--- config.mk ---
export PLATFORM = sky130hd
export DESIGN_NAME = ones_idx_emitter
export DESIGN_NICKNAME = d
export VERILOG_FILES = /design/src/rtl/ones_idx_emitter.sv
export SDC_FILE = /design/constraint.sdc
export NUM_CORES = 1
export LEC_CHECK = 0
export CAP_MARGIN = 30
export CORE_UTILIZATION = 52
export DETAILED_ROUTE_END_ITERATION = 8
export PLACE_DENSITY = 0.83
export SYNTH_ARGS = -nofsm -noshare
export SYNTH_HDL_FRONTEND = slang
export SYNTH_SLANG_ARGS = --single-unit
--- constraint.sdc ---
create_clock -name clk -period 3.2 [get_ports clk]
set_input_delay 0.32 -clock clk [delete_from_list [all_inputs] [get_ports clk]]
set_output_delay 0.32 -clock clk [all_outputs]
set_load 0.005 [all_outputs]
--- src/rtl/ones_idx_emitter.sv ---
// Walks a captured bit mask and hands out the index of each set bit, lowest index first.
// Define ONES_IDX_BACK2BACK_EN to accept the next vector on the final output handshake.
module ones_idx_emitter #(
  parameter  int unsigned LOG_VEC_SIZE = 3,
  localparam int unsigned VEC_SIZE     = 1 << LOG_VEC_SIZE,
  localparam int unsigned CNT_W        = LOG_VEC_SIZE + 1
) (
  input  logic                    clk,
  input  logic                    rst,
  input  logic                    in_valid,
  output logic                    in_ready,
  input  logic [0:VEC_SIZE-1]     in_vec,
  output logic                    out_valid,
  input  logic                    out_ready,
  output logic [LOG_VEC_SIZE-1:0] out_idx,
  output logic                    out_last,
  output logic [CNT_W-1:0]        remaining,
  output logic                    busy
);

  typedef enum logic {IDLE, EMIT} state_e;

  state_e                  state_q, state_d;
  logic [0:VEC_SIZE-1]     pending_q, pending_d;
  logic [CNT_W-1:0]        cnt_q, cnt_d;
  logic [CNT_W-1:0]        vec_pop_c;
  logic [LOG_VEC_SIZE-1:0] enc_idx_c;

  // Set-bit count of the offered vector; CNT_W bits so an all-ones mask fits.
  always_comb begin
    vec_pop_c = '0;
    for (int i = 0; i < VEC_SIZE; i++) begin
      vec_pop_c = vec_pop_c + CNT_W'(in_vec[i]);
    end
  end

  // Lowest pending index; scanning downward lets the smallest hit win.
  always_comb begin
    enc_idx_c = '0;
    for (int i = VEC_SIZE - 1; i >= 0; i--) begin
      if (pending_q[i]) enc_idx_c = LOG_VEC_SIZE'(i);
    end
  end

  always_ff @(posedge clk or posedge rst) begin
    if (rst) begin
      state_q   <= IDLE;
      pending_q <= '0;
      cnt_q     <= '0;
    end else begin
      state_q   <= state_d;
      pending_q <= pending_d;
      cnt_q     <= cnt_d;
    end
  end

  always_comb begin
    state_d   = state_q;
    pending_d = pending_q;
    cnt_d     = cnt_q;
    in_ready  = 1'b0;
    out_valid = 1'b0;
    out_idx   = '0;
    out_last  = 1'b0;
    remaining = cnt_q;
    busy      = 1'b0;

    if (state_q == EMIT) begin
      out_valid = 1'b1;
      busy      = 1'b1;
      out_idx   = enc_idx_c;
      out_last  = (cnt_q == CNT_W'(1));
`ifdef ONES_IDX_BACK2BACK_EN
      in_ready  = out_last & out_ready;
`endif
      if (out_ready) begin
        pending_d[enc_idx_c] = 1'b0;
        cnt_d                = cnt_q - CNT_W'(1);
        if (out_last) state_d = IDLE;
      end
    end else begin
      in_ready = 1'b1;
    end

    // A load overrides the retiring walk; an empty mask is consumed silently.
    if (in_valid && in_ready) begin
      pending_d = in_vec;
      cnt_d     = vec_pop_c;
      state_d   = (in_vec != '0) ? EMIT : IDLE;
    end
  end

endmodule

==> impl_metrics.tcl <==
set metrics [dict create \
    grt_usage 0.243 \
    nNetsFinal 159 \
    power_density_nw_per_um2 797 \
    cts_resized 0 \
    grt_pass1_wl_mm 3.34 \
    wire_per_inst_um 12.9 \
    synth-simple-area-share 0.186 \
    r2r-end "pending_q[3]$_DFFE_PP0P_" \
    hp-class "in -> async" \
    startpoint_type "primary input" \
    holdBufCountCts 0 \
    dr.first_iter.drc_count 18 \
    worstRegToRegCells 4 \
    reg2reg_slack_ns 1.85 \
    synth-compound-area-share 0.166 \
    initial_utilization 0.560 \
    synth_cell_types 31 \
    port_buffers 22 \
    totalPowerFinal_w 0.000995 \
    synthAdderAreaFrac 0.160 \
    cts_made_buffers 3 \
    power.leakage_nw 0.572 \
    syn_to_final_growth_pct 29.0 \
    dr.pass1.iters 4 \
    synth_xor_area_frac 0.0362 \
    cap_violations 0 \
    synth_nets 132 \
    finalSetupViolCount 0 \
    required_ns 3.38 \
    path_depth 12 \
    root_buffer "clkbuf_4" \
    crit_top_cell "fa_1" \
    dpl.cell_count 157 \
    cp-end-kind "flip-flop" \
    final_cell_mix "22 x clkdlybuf4s50_1, 17 x inv_1, 13 x dfrtp_1, 10 x nand2_1, 9 x o21ai_0" \
    drive_gt1_frac 0.0809 \
    dpl.hpwl_mm 1.65 \
    synth_top_family_by_area "simple AND/OR/NAND/NOR gates" \
    place.gp.congestion 0.844 \
    cpPeakStageDelay_ns 0.55 \
    clk_pin_slew_worst_paths_ns 0.09 \
    crit_chain "clkdlybuf4s50_1 -> fa_1 -> inv_1 -> fa_1 -> fa_1 -> inv_1 -> ha_1 -> inv_1 -> fa_1 -> xnor2_1 -> nand2_1 -> o21ai_1" \
    fin_hold_ws_ns 0.343 \
    clockBufferDepth 2 \
    max-slew-margin-rel 0.671 \
    ir_worst_vdd_mv 0.426 \
    ys_seq_area_frac 0.336 \
    netlist_area_um2 967 \
    ctsHtreeMaxLevel 1 \
    viasPerCell 5.25 \
    power_frac_clock 0.109 \
    die_h_um 45.1 \
    ios 23 \
    worstPathArrival_ns 3.20 \
    fin_tns_setup_ns 0 \
    synth.avg_cell_area_um2 8.79 \
    crit_type "in -> reg" \
    core_area_um2 1730 \
    grt_max_degree 14 \
    cp_top_family "adder cells" \
    hold_viol 0 \
    max_freq_mhz 331 \
    finalWirelength_mm 2.07 \
    p_int_w 0.000591 \
    cts_tree "yes" \
    finalCritPeriodShare 0.945 \
    path_max_fanout 2 \
    regToRegStartpoint "state_q$_DFF_PP0_" \
    ant_nets 0 \
    die-area_um2 2040 \
    grt_pass1_vias 757 \
    clock_sinks 13 \
    p_sw_w 0.000403 \
    combPwrFrac 0.551 \
    crit_end "remaining[2]$_DFFE_PP0P_" \
    rsz0062_at_grt "no" \
    final_cells 161 \
    pwr-share-seq 0.340 \
    worstMarginPinSlew_ns 0.492 \
    period_minus_slack_ns 3.02 \
    postCtsSetupBuffers 0 \
    std_cell_rows 15 \
    slew_viol_final 0 \
    ys_seq_elements 13 \
    cpMaxStageDelayCell "fa_1" \
    vias 846 \
    clock_latency_ns 0.29 \
    status "finished clean" \
    fp.dieW_um 45.1 \
    antennaDiodeCount 0 \
    crit_buf_inv 4 \
    yosysWarnings 0 \
    grt_overflow 0 \
    grt_antenna_before_repair 0 \
    synthMuxAreaShare 0.0207 \
    drc 0 \
    skew_ns 0.00434 \
    final_common_cell "clkdlybuf4s50_1" \
    startpoint "in_vec[7]" \
    p_sw_frac 0.406 \
    syn_inst 110 \
]
[state kept, by name (all words and copies together) (netlist names)]
register,flops
pending_q,8
remaining,4
state_q,1
[cell families (layout without fill, tap and decap cells)]
group / after synthesis / count (layout)
adders and majority gates: 10 / 10
DFF: 13 / 13
AOI/OAI and AO/OA: 27 / 27
buffers and inverters: 21 / 47
muxes: 2 / 2
xor gates and xnor gates: 4 / 4
and+or+nand+nor: 33 / 33
[routing by layer]
metal	track usage	wire, um	share of wire	vias up
li1	-	-	-	419
met1	0.302	942	0.46	381
met2	0.357	935	0.45	39
met3	0.0800	129	0.062	7
met4	0.164	61	0.029	0
met5	0	0	0	-
[cells in the mapped netlist]
cell type  count  share of area
a31oi_1        2          0.013
nor3b_1        1         0.0078
inv_1         17          0.066
ha_1           6          0.078
nand2_2        1         0.0065
a21boi_0       2          0.016
nand2b_2       1         0.0091
nor4_1         3          0.019
a21oi_1        6          0.031
nand3b_1       1         0.0078
nor4_4         1          0.022
o211ai_1       2          0.016
buf_2          1         0.0052
fa_1           4          0.083
and2_1         1         0.0065
a22o_1         2          0.018
xnor2_1        3          0.027
nor3_1         2          0.010
xor2_1         1         0.0091
o21ai_0        9          0.047
nand3_1        2          0.010
dfrtp_1       13           0.34
and2_2         1         0.0078
a21o_1         1         0.0078
nor2_1         7          0.027
o21a_1         1         0.0078
o21ai_1        2          0.010
mux2i_1        2          0.021
nor2b_1        2          0.013
nand2_1       10          0.039
buf_4          3          0.023
[metrics by stage]
| step | worst slack (ns) | area, um^2 | util |
|---|---|---|---|
| after CTS | 0.170 | 1250 | 0.722 |
| after detailed placement | -0.130 | 1220 | 0.707 |
| after floorplan | 0.473 | 967 | - |
| final | 0.177 | 1250 | 0.722 |
| after global placement | -0.0347 | 1220 | 0.707 |
| after global routing | 0.113 | 1250 | 0.722 |
[power groups by stage]
stage                     clock (W)  combinational [W]  sequential [W]
after floorplan                   0           0.000324        0.000321
after global placement            0           0.000527        0.000334
after detailed placement          0           0.000547        0.000338
after CTS                  0.000107           0.000550        0.000335
after global routing       0.000119           0.000609        0.000347
final                      0.000109           0.000548        0.000338
[final cells by class]
class                      instances  area (um^2)
multi-input combinational         76          551
fill                             140          479
sequential                        13          325
timing repair buffer              26          250
inverter                          17         63.8
tap                               25         31.3
clock buffer                       4         26.3
[worst min-delay path by stage]
stage | startpoint | endpoint | slack [ns] | cells after the start
2_1_floorplan | rst | pending_q[0]$_DFFE_PP0P_ | 0.20 | 1
3_3_place_gp | pending_q[1]$_DFFE_PP0P_ | pending_q[1]$_DFFE_PP0P_ | 0.56 | 2
3_5_place_dp | pending_q[1]$_DFFE_PP0P_ | pending_q[1]$_DFFE_PP0P_ | 0.58 | 2
4_1_cts | rst | pending_q[3]$_DFFE_PP0P_ | 0.37 | 2
5_1_grt | rst | pending_q[3]$_DFFE_PP0P_ | 0.39 | 2
6_report | rst | pending_q[1]$_DFFE_PP0P_ | 0.34 | 2
Power figures use the tool's default switching activity.
==> edit, RTL diff (config.mk and constraints unchanged) <==
`LOG_VEC_SIZE`: 3 -> 4.
--- a/src/rtl/ones_idx_emitter.sv
+++ b/src/rtl/ones_idx_emitter.sv
@@ -2,5 +2,5 @@
 // Define ONES_IDX_BACK2BACK_EN to accept the next vector on the final output handshake.
 module ones_idx_emitter #(
-  parameter  int unsigned LOG_VEC_SIZE = 3,
+  parameter  int unsigned LOG_VEC_SIZE = 4,
   localparam int unsigned VEC_SIZE     = 1 << LOG_VEC_SIZE,
   localparam int unsigned CNT_W        = LOG_VEC_SIZE + 1
Interface: changed (resized in_vec, out_idx and remaining); port bits go from 23 to 33. The function was not compared with the original's and may differ.
==> edit against the unedited design <==
Wire length is 130% higher; final area increased by 85%; die area grew 81%; sequential cell count is 9 higher; clock power grew 110%; synthesized area grew 86%; sequential power rose by 69%; worst setup slack got worse by 0.15 ns; power rose by 140%; critical path type unchanged.
==> edit: results (changes against the unedited design) <==
M1 wire length: 2020 um (+110%)
Sw Ratio: 0.451 (+0.0453)
Mapped Cells: 197 (+79%)
Seq group: 0.000572 W (+69%)
met3 Resource Use GR: 0.0362 (-0.0438)
met2 Track Usage GR: 0.458 (+0.102)
status: finished, final reports clean
Setup Skew: 0.00827 ns (+0.00393 ns)
largest net degree at the start of global routing: 29 (+15)
DRT iter0 DRCs: 104 (+86)
reg-to-reg endpoint: pending_q[4]
met2 routed wirelength: 2190 um (+130%)
Leakage: 1.03 nW (+79%)
net count after synthesis: 235 (+78%)
Clock Latency Late Sink: 0.34 ns (+0.05 ns)
flop-to-flop setup slack: 1.22 ns (-0.63 ns)
layout cell share with drive strength beyond 1: 0.191 (+0.110)
Yosys cell types: 47 (+52%)
M1 GR Usage: 0.396 (+0.0941)
commonest cells in the netlist: inv_1 (26), dfrtp_1 (22), nor2_1 (21), nand2_1 (18), fa_1 (10)
Tmin final: 3.18 ns (+0.155 ns)
Register-to-Register Path Depth: 6 (+2)
peak supply drop: 0.000430 V (+1.0%)
Placement Setup Slack: -0.767 ns (-0.637 ns)
via/cell ratio: 6.01 (+14%)
DR WL met3: 317 um (+150%)
## edit: stage by stage
| stage | hold slack (ns) | power, W | TNS [ns] |
|---|---|---|---|
| floorplan | 0.309 | 0.00155 | -0.175 |
| global placement | 0.586 | 0.00207 | -2.74 |
| detailed placement | 0.586 | 0.00210 | -3.08 |
| CTS | 0.368 | 0.00233 | -0.0416 |
| global route | 0.348 | 0.00258 | -0.0491 |
| finish | 0.350 | 0.00238 | 0 |
## edit: kinds of logic after synthesis
family,Yosys count,share of synthesized area
AO/OA/AOI/OAI,48,0.217
buffers and inverters,33,0.0739
flip-flops,22,0.307
XOR/XNOR,5,0.0244
adder cells (fa/ha/maj),18,0.167
multiplexers,6,0.0335
AND/OR/NAND/NOR,65,0.178
## edit: layout make-up
type	instances	area, sq um
Sequential cell	22	551
Clock buffer	3	22.5
Inverter	26	97.6
Multi-Input combinational cell	142	1140
Fill cell	254	841
Tap cell	44	55.1
Clock inverter	1	30.0
Timing Repair Buffer	47	414
